## config.mk

```make
export PLATFORM = sky130hd
export DESIGN_NAME = irq_detect_block
export DESIGN_NICKNAME = d
export VERILOG_FILES = /design/src/rtl/irq_detect_block.sv
export SDC_FILE = /design/constraint.sdc
export NUM_CORES = 1
export LEC_CHECK = 0
export ABC_AREA = 1
export CORE_MARGIN = 2
export CORE_UTILIZATION = 50
export DETAILED_ROUTE_END_ITERATION = 10
export PLACE_DENSITY = 0.83
export SYNTH_ARGS = -nofsm -noshare
export SYNTH_HDL_FRONTEND = slang
export SYNTH_SLANG_ARGS = --single-unit
```

## constraint.sdc

```tcl
create_clock -name clk -period 2.1 [get_ports clk]
set_clock_uncertainty 0.1 [all_clocks]
set_input_delay 0.315 -clock clk [delete_from_list [all_inputs] [get_ports clk]]
set_output_delay 0.315 -clock clk [all_outputs]
set_load 0.01 [all_outputs]
```

## src/rtl/irq_detect_block.sv

```systemverilog
// External interrupt front end: pin synchronisation, per-channel sense-mode
// detection, status flags, and a fixed-priority request/acknowledge FSM.
module irq_detect_block #(
    parameter int N_IRQ = 8,
    parameter int VW    = $clog2(N_IRQ)
) (
    input  logic                 clk,
    input  logic                 rst,
    input  logic [N_IRQ-1:0]     irq_pin,
    input  logic [2*N_IRQ-1:0]   iscr,
    input  logic [N_IRQ-1:0]     ier,
    input  logic [N_IRQ-1:0]     irq_clr,
    input  logic                 irq_ack,
    input  logic                 exc_done,
    output logic [N_IRQ-1:0]     isr,
    output logic                 irq_req,
    output logic [VW-1:0]        irq_vec,
    output logic                 busy
);

    typedef enum logic [1:0] {IDLE, REQ, SERVICE} state_t;

    state_t             r_state;
    logic [N_IRQ-1:0]   r_s1_p0;
    logic [N_IRQ-1:0]   r_s2_p1;
    logic [N_IRQ-1:0]   r_s3_p2;
    logic [N_IRQ-1:0]   r_isr;
    logic               r_irq_req;
    logic [VW-1:0]      r_irq_vec;
    logic               r_busy;
    logic [N_IRQ-1:0]   w_detect;
    logic [N_IRQ-1:0]   w_pend;

    function automatic logic [VW-1:0] prio_idx(input logic [N_IRQ-1:0] v);
        prio_idx = '0;
        for (int i = N_IRQ - 1; i >= 0; i--) begin
            if (v[i]) prio_idx = VW'(i);
        end
    endfunction

    // Synchroniser and history stages; idle-high pins so reset produces no edge
    always_ff @(posedge clk or posedge rst) begin
        if (rst) begin
            r_s1_p0 <= '1;
            r_s2_p1 <= '1;
            r_s3_p2 <= '1;
        end else begin
            r_s1_p0 <= irq_pin;
            r_s2_p1 <= r_s1_p0;
            r_s3_p2 <= r_s2_p1;
        end
    end

    // Detection stage: both inputs are real history, so a mode switch cannot fake an edge
    always_comb begin
        w_detect = '0;
        for (int i = 0; i < N_IRQ; i++) begin
            case (iscr[2*i +: 2])
                2'b00:   w_detect[i] = ~r_s2_p1[i];
                2'b01:   w_detect[i] = r_s3_p2[i] & ~r_s2_p1[i];
                2'b10:   w_detect[i] = ~r_s3_p2[i] & r_s2_p1[i];
                default: w_detect[i] = r_s3_p2[i] ^ r_s2_p1[i];
            endcase
        end
    end

    // Flag stage: a new detection beats a simultaneous clear
    always_ff @(posedge clk or posedge rst) begin
        if (rst) begin
            r_isr <= '0;
        end else begin
            r_isr <= (r_isr & ~irq_clr) | w_detect;
        end
    end

    assign w_pend = r_isr & ier;

    // Request stage
    always_ff @(posedge clk or posedge rst) begin
        if (rst) begin
            r_state   <= IDLE;
            r_irq_req <= 1'b0;
            r_irq_vec <= '0;
            r_busy    <= 1'b0;
        end else begin
            case (r_state)
                IDLE: begin
                    if (w_pend != '0) begin
                        r_state   <= REQ;
                        r_irq_req <= 1'b1;
                        r_irq_vec <= prio_idx(w_pend);
                    end
                end
                REQ: begin
                    if (irq_ack) begin
                        r_state   <= SERVICE;
                        r_irq_req <= 1'b0;
                        r_busy    <= 1'b1;
                    end else if (!w_pend[r_irq_vec]) begin
                        r_state   <= IDLE;
                        r_irq_req <= 1'b0;
                    end
                end
                SERVICE: begin
                    if (exc_done) begin
                        r_state <= IDLE;
                        r_busy  <= 1'b0;
                    end
                end
                default: begin
                    r_state   <= IDLE;
                    r_irq_req <= 1'b0;
                    r_busy    <= 1'b0;
                end
            endcase
        end
    end

    assign isr     = r_isr;
    assign irq_req = r_irq_req;
    assign irq_vec = r_irq_vec;
    assign busy    = r_busy;

endmodule
```

==> run_results.csv, run 1 <==
group,metric,value,unit
outcome,status,"finished clean",
synthesis,postSynthCellCount,205,
drt,firstDrtPassIters,4,
die,core.rowCount,22,
synthesis,synth.ff_latch_count,39,
synthesis,synth_top_area_share,33.14,%
worst_setup_path,arrival,1.35,ns
power_and_ir_drop,p_per_area,810.3,nW/um2
synthesis,post-synth-top-area-cell,"dfstp_2",
worst_setup_path,cp-end-kind,"output port",
cts,cts_setup_buffers,0,
synthesis,synth_seq_area_share,52.86,%
cells_and_area,antenna-diode-count,0,
timing,setup_failing_eps_final,0,
drt,detailed_router_s_first_iteration_violation_count,34,
cts,tritoncts,"yes",
drt,ant_nets,0,
worst_setup_path,family_of_cells_with_the_greatest_summed_delay_on_the_critical_path,"buffers and inverters",
die,floorplan.die_area,4316,um2
timing,slew_violations,0,
cts,tritoncts.num_buffers,5,
timing,worst_margin_slew,0.4621,ns
global_routing,gr-usage-all-layers,18.39,%
timing,final.setup.worst_slack,0.3394,ns
power_and_ir_drop,peakVddDrop,514.6,uV
cts,clk-insertion-delay-late,0.30,ns
worst_setup_path,crit_fanout,7,
placed_design,dpl_hpwl,2.655,mm
worst_hold_path,timing.hold.worst_path_depth,0,
worst_setup_path,cp-start-kind,"register",
worst_setup_path,crit_cells,1,
global_routing,grt_pass1_vias,1514,
cells_and_area,layout_area_overhead,37.80,%
worst_setup_path,standard_cell_with_the_maximum_stage_delay_on_the_critical_path,"clkdlybuf4s50_1",
die,chipWidth,65.70,um
worst_hold_path,hp-class,"register to register",
global_routing,grt_first_pass_wirelength,5.947,mm
timing,fin_crit,1.761,ns
synthesis,synth-warning-count,0,
drt,viasPerCell,4.742,
placed_design,detailedPlace.worstSlack,0.4107,ns
cts,cts_resized,0,
cts,path_clk_slew,0.07,ns
timing,final_critical_path_share_of_the_clock_period,83.84,%
worst_setup_path,crit_path_max_incr_delay,0.59,ns
timing,hold_viol_final,0,
drt,wire_length_after_detailed_routing,3.367,mm
worst_setup_path,crit_buf_inv,1,
worst_setup_path,cp_cell_sequence,"clkdlybuf4s50_1",
worst_setup_path,worst_path_required,1.68,ns
drt,avgRoutedWirePerCell,10.59,um
cells_and_area,design.final.nets,329,
timing,headroom_to_the_max_slew_limit,69.20,%
power_and_ir_drop,power,2.125,mW
synthesis,synth.cell_area,1903,um2
timing,fmax,568.0,MHz
cts,cts-root-buf,"clkbuf_8",
placed_design,count_of_port_buffers_added_during_placement,56,
global_routing,grt_antenna_before_repair,0,
timing,fin_tns_setup,0,ns
flow_run,max_cap_violations,0,
synthesis,synth_area_per_cell,9.283,um2
timing,grt_setup_unrepaired,"no",
synthesis,net_count_after_synthesis,265,
worst_setup_path,worst-setup-path-type,"register to output port",
power_and_ir_drop,p_leak,1.273,nW
global_routing,maximum_number_of_pins_on_one_net_before_global_route_repair,40,
cts,cts_hold_repair.buffers,0,
cells_and_area,utilization,71.63,%
synthesis,synthDistinctLibCells,23,
cts,clkSinkCount,39,
synthesis,ys_top_cells_by_area,"dfstp_2 (33%), dfrtp_1 (20%), ha_1 (11%)",
global_routing,grt.overflow.total,0,
die,io_pins,57,
cts,clock_tree.htree_level_count,2,
cells_and_area,post_route_cells_drive_above_1_share,17.78,%
die,core_area,3661,um2
die,floorplan.initialDensity,51.98,%
drt,drc_violation_count_after_routing,0,
die,die_h,65.70,um
worst_setup_path,rr_worst_depth,5,
cts,clockBufferDepth,2,
drt,routed-via-count,1508,
placed_design,routabilityCongestion,0.8396,
-- per-layer routing --
layer  vias up  share of wire [%]  global-route usage [%]  wire length [um]
li1        776                  -                       -                 -
met1       679                 41                   20.41              1379
met2        41                 50                   30.93              1668
met3        12                5.8                   4.110               196
met4         0                3.7                   13.02               123
met5         -                  0                       0                 0
-- cell usage in the layout, fill, tap and decap left out --
cell type        instances
nor2_4                   1
o21ai_4                  1
dfrtp_1                 15
ha_1                    16
clkbuf_1                 1
nor2_1                  10
a31oi_1                  1
clkinv_1                 1
nor2_2                   3
inv_1                   39
o21ai_0                 16
clkinv_2                 1
a21boi_1                 1
inv_2                    3
nand3b_1                 1
nand2_2                  7
o22ai_1                  8
nand2_1                 33
nand3_1                  7
dfstp_2                 24
clkdlybuf4s50_1         56
nand2_4                  1
or2_1                    1
nor3_1                   2
buf_4                    1
clkbuf_8                 6
a21oi_1                 10
o21ai_1                  4
-- sequential cells by signal (all words and copies together) (netlist names) --
register and cells:
irq_vec 3, r_state 2, r_s3_p2 8, irq_req 1, r_s2_p1 8, isr 8
r_s1_p0 8, busy 1
-- synth_stat cells --
cell type,instances
o21ai_1,4
ha_1,16
nand3b_1,1
nor2_4,1
clkinv_1,1
o22ai_1,8
nor2_1,10
dfstp_2,24
o21ai_4,1
nand2_2,7
a21boi_1,1
o21ai_0,16
nand2_1,33
nor3_1,2
inv_2,3
or2_1,1
a21oi_1,10
nand2_4,1
nand3_1,7
dfrtp_1,15
inv_1,39
a31oi_1,1
nor2_2,3
-- power breakdown --
| part | internal (mW) | switching [mW] |
|---|---|---|
| clock | 0.264 | 0.241 |
| combinational | 0.330 | 0.315 |
| sequential | 0.878 | 0.0960 |
| total | 1.47 | 0.653 |
-- cell families after synthesis --
family / Yosys count / synth area share (%)
AO/OA/AOI/OAI: 41 / 12.10
flip-flops: 39 / 52.86
adder cells (fa/ha/maj): 16 / 10.52
buffers and inverters: 43 / 8.481
AND/OR/NAND/NOR: 66 / 16.04
-- final timing paths --
kind | from | to | slack (ns)
hold reg to reg | r_s1_p0[3]$_DFF_PP1_ | r_s2_p1[3]$_DFF_PP1_ | 0.26
setup / recovery | irq_vec[0]$_DFFE_PP0P_ | irq_vec[0] | 0.34
max in group asynchronous | rst | r_s2_p1[3]$_DFF_PP1_ | 1.22
min in group asynchronous | rst | isr[7]$_DFF_PP0_ | 0.33
setup reg to reg | r_s2_p1[5]$_DFF_PP1_ | isr[5]$_DFF_PP0_ | 0.70
hold / removal | r_s1_p0[3]$_DFF_PP1_ | r_s2_p1[3]$_DFF_PP1_ | 0.26
-- metrics by stage --
step / instances / instance area [um2] / hold WS [ns]
3_5_place_dp: 310 / 2531 / 0.2468
4_1_cts: 318 / 2623 / 0.2568
5_1_grt: 318 / 2623 / 0.2600
2_1_floorplan: 205 / 1903 / 0.2195
3_3_place_gp: 310 / 2531 / 0.2454
6_report: 318 / 2623 / 0.2558
-- layout make-up --
type,count,area (um2)
Fill cell,288,1039
Sequential cell,39,1006
Multi-Input combinational cell,123,735.7
Timing Repair Buffer,57,568.0
Inverter,43,161.4
Clock buffer,7,86.33
Tap cell,48,60.06
Clock inverter,1,5.005
Note: power is estimated with default switching activity, not from simulation.
==> run 2: changes to the inputs <==
Settings changed: CORE_UTILIZATION 50 to 47, PLACE_DENSITY 0.83 to 0.79.
Clock period 2.1 ns to 1.8 ns, I/O delays scaled along.
==> run_results.csv, run 2 (same netlist as run 1, synthesis figures left out) <==
group,metric,value,unit
outcome,status,"finished clean",
worst_setup_path,regToRegStartpoint,"r_s2_p1[0]$_DFF_PP1_",
worst_setup_path,cp-start-kind,"register",
timing,fin_tns_setup,0,ns
drt,wire_length_after_detailed_routing,3.458,mm
cts,cts_setup_buffers,0,
power_and_ir_drop,peakVddDrop,696.3,uV
drt,detailed_router_s_first_iteration_violation_count,72,
drt,drc_violation_count_after_routing,0,
power_and_ir_drop,sw_frac_of_total,31.22,%
worst_setup_path,arrival,1.35,ns
cts,clock_tree.htree_level_count,2,
global_routing,grt.overflow.total,0,
cts,cts-root-buf,"clkbuf_8",
worst_setup_path,worst-setup-path-type,"register to output port",
die,core.rowCount,23,
worst_setup_path,ff2ff_setup_slack,0.38,ns
worst_setup_path,cp-end-kind,"output port",
timing,headroom_to_the_max_slew_limit,79.95,%
cts,clkSinkCount,39,
global_routing,grt_first_pass_wirelength,5.865,mm
cts,clockBufferDepth,2,
worst_setup_path,crit_fanout,7,
power_and_ir_drop,power,2.448,mW
timing,fin_crit,1.723,ns
timing,hold_viol_final,0,
cells_and_area,design.final.nets,329,
worst_setup_path,cp_cell_sequence,"clkdlybuf4s50_1",
worst_setup_path,cp-startpoint,"irq_vec[0]$_DFFE_PP0P_",
cts,path_clk_slew,0.07,ns
power_and_ir_drop,p_leak,1.271,nW
die,core_area,3943,um2
placed_design,routabilityCongestion,0.8731,
global_routing,gr-usage-all-layers,17.47,%
worst_setup_path,worst_path_required,1.43,ns
timing,slew_violations,0,
drt,routed-via-count,1513,
flow_run,max_cap_violations,0,
timing,fmax,580.3,MHz
die,floorplan.die_area,4574,um2
cells_and_area,final_common_cell,"clkdlybuf4s50_1",
worst_setup_path,critical_path.endpoint,"irq_vec[0]",
cells_and_area,final_cells,320,
cts,tritoncts.num_buffers,5,
drt,ant_nets,0,
global_routing,grt_antenna_before_repair,0,
placed_design,count_of_port_buffers_added_during_placement,56,
worst_hold_path,hp-class,"input pin to asynchronous set/reset pin",
die,chipWidth,67.63,um
timing,final.setup.worst_slack,0.07689,ns
cts,cts_hold_repair.buffers,0,
worst_setup_path,crit_buf_inv,1,
worst_setup_path,rr_worst_depth,5,
power_and_ir_drop,p_per_area,931.6,nW/um2
global_routing,maximum_number_of_pins_on_one_net_before_global_route_repair,40,
power_and_ir_drop,net-switching-power,0.7643,mW
worst_setup_path,rr_endpoint,"isr[0]$_DFF_PP0_",
placed_design,dpl_hpwl,2.727,mm
power_and_ir_drop,power.sequential.fraction,46.5,%
timing,grt_setup_unrepaired,"no",
cts,clk-insertion-delay-late,0.29,ns
drt,firstDrtPassIters,4,
power_and_ir_drop,power_frac_comb,31.1,%
die,io_pins,57,
die,die_h,67.63,um
cts,tritoncts,"yes",
placed_design,detailedPlace.worstSlack,0.1651,ns
die,floorplan.initialDensity,48.27,%
cts,cts_resized,0,
cells_and_area,antenna-diode-count,0,
placed_design,dp.cells,312,
power_and_ir_drop,power_report.internal_total,1.684,mW
worst_setup_path,crit_path_max_incr_delay,0.59,ns
drt,avgRoutedWirePerCell,10.81,um
timing,setup_failing_eps_final,0,
global_routing,grt_pass1_vias,1478,
worst_setup_path,crit_cells,1,
worst_setup_path,family_of_cells_with_the_greatest_summed_delay_on_the_critical_path,"buffers and inverters",
timing,final_critical_path_share_of_the_clock_period,95.73,%
cells_and_area,layout_area_overhead,38.07,%
timing,worst_margin_slew,0.2984,ns
cells_and_area,layout.cells.most_common_list,"clkdlybuf4s50_1 (56), inv_1 (39), nand2_1 (33)",
cells_and_area,post_route_cells_drive_above_1_share,17.41,%
power_and_ir_drop,clock_power_share,22.4,%
worst_setup_path,standard_cell_with_the_maximum_stage_delay_on_the_critical_path,"clkdlybuf4s50_1",
drt,viasPerCell,4.728,
==> run 2: routing by layer <==
layer	part of all wire (%)	wire length, um	vias to the layer above	GRT usage, %
met5	0	0	-	0
met4	1.4	48	0	5.357
met3	7.0	242	8	6.500
met2	51	1755	47	32.35
met1	41	1411	682	18.09
li1	-	-	776	-
==> run 2: metrics by stage <==
stage / cell area [um2] / hold WS [ns] / utilization (%)
2_1_floorplan: 1903 / 0.1745 / -
3_3_place_gp: 2546 / 0.2454 / 64.58
3_5_place_dp: 2546 / 0.2468 / 64.58
4_1_cts: 2628 / 0.2307 / 66.65
5_1_grt: 2628 / 0.2484 / 66.65
6_report: 2628 / 0.2234 / 66.65
==> run 2: worst min path at each step <==
stage	cells after the start	start	end	slack, ns
global placement	0	r_s1_p0[7]$_DFF_PP1_	r_s2_p1[7]$_DFF_PP1_	0.25
global route	3	rst	isr[7]$_DFF_PP0_	0.25
detailed placement	0	r_s1_p0[5]$_DFF_PP1_	r_s2_p1[5]$_DFF_PP1_	0.25
CTS	3	rst	isr[4]$_DFF_PP0_	0.23
floorplan	0	irq_pin[0]	r_s1_p0[0]$_DFF_PP1_	0.17
finish	3	rst	isr[7]$_DFF_PP0_	0.22
==> run 2: final cells by class <==
| class | instances | area, um2 |
|---|---|---|
| Clock buffer | 7 | 76.32 |
| Timing Repair Buffer | 57 | 580.6 |
| Fill cell | 330 | 1315 |
| Inverter | 43 | 161.4 |
| Multi-Input combinational cell | 123 | 735.7 |
| Sequential cell | 39 | 1006 |
| Clock inverter | 1 | 5.005 |
| Tap cell | 50 | 62.56 |
==> run 2: power by group through the flow <==
| stage | combinational, mW | clock, mW | sequential (mW) |
|---|---|---|---|
| floorplan | 0.396 | 0 | 1.16 |
| global placement | 0.751 | 0 | 1.15 |
| detailed placement | 0.762 | 0 | 1.16 |
| CTS | 0.770 | 0.569 | 1.14 |
| global route | 0.850 | 0.603 | 1.16 |
| finish | 0.762 | 0.548 | 1.14 |
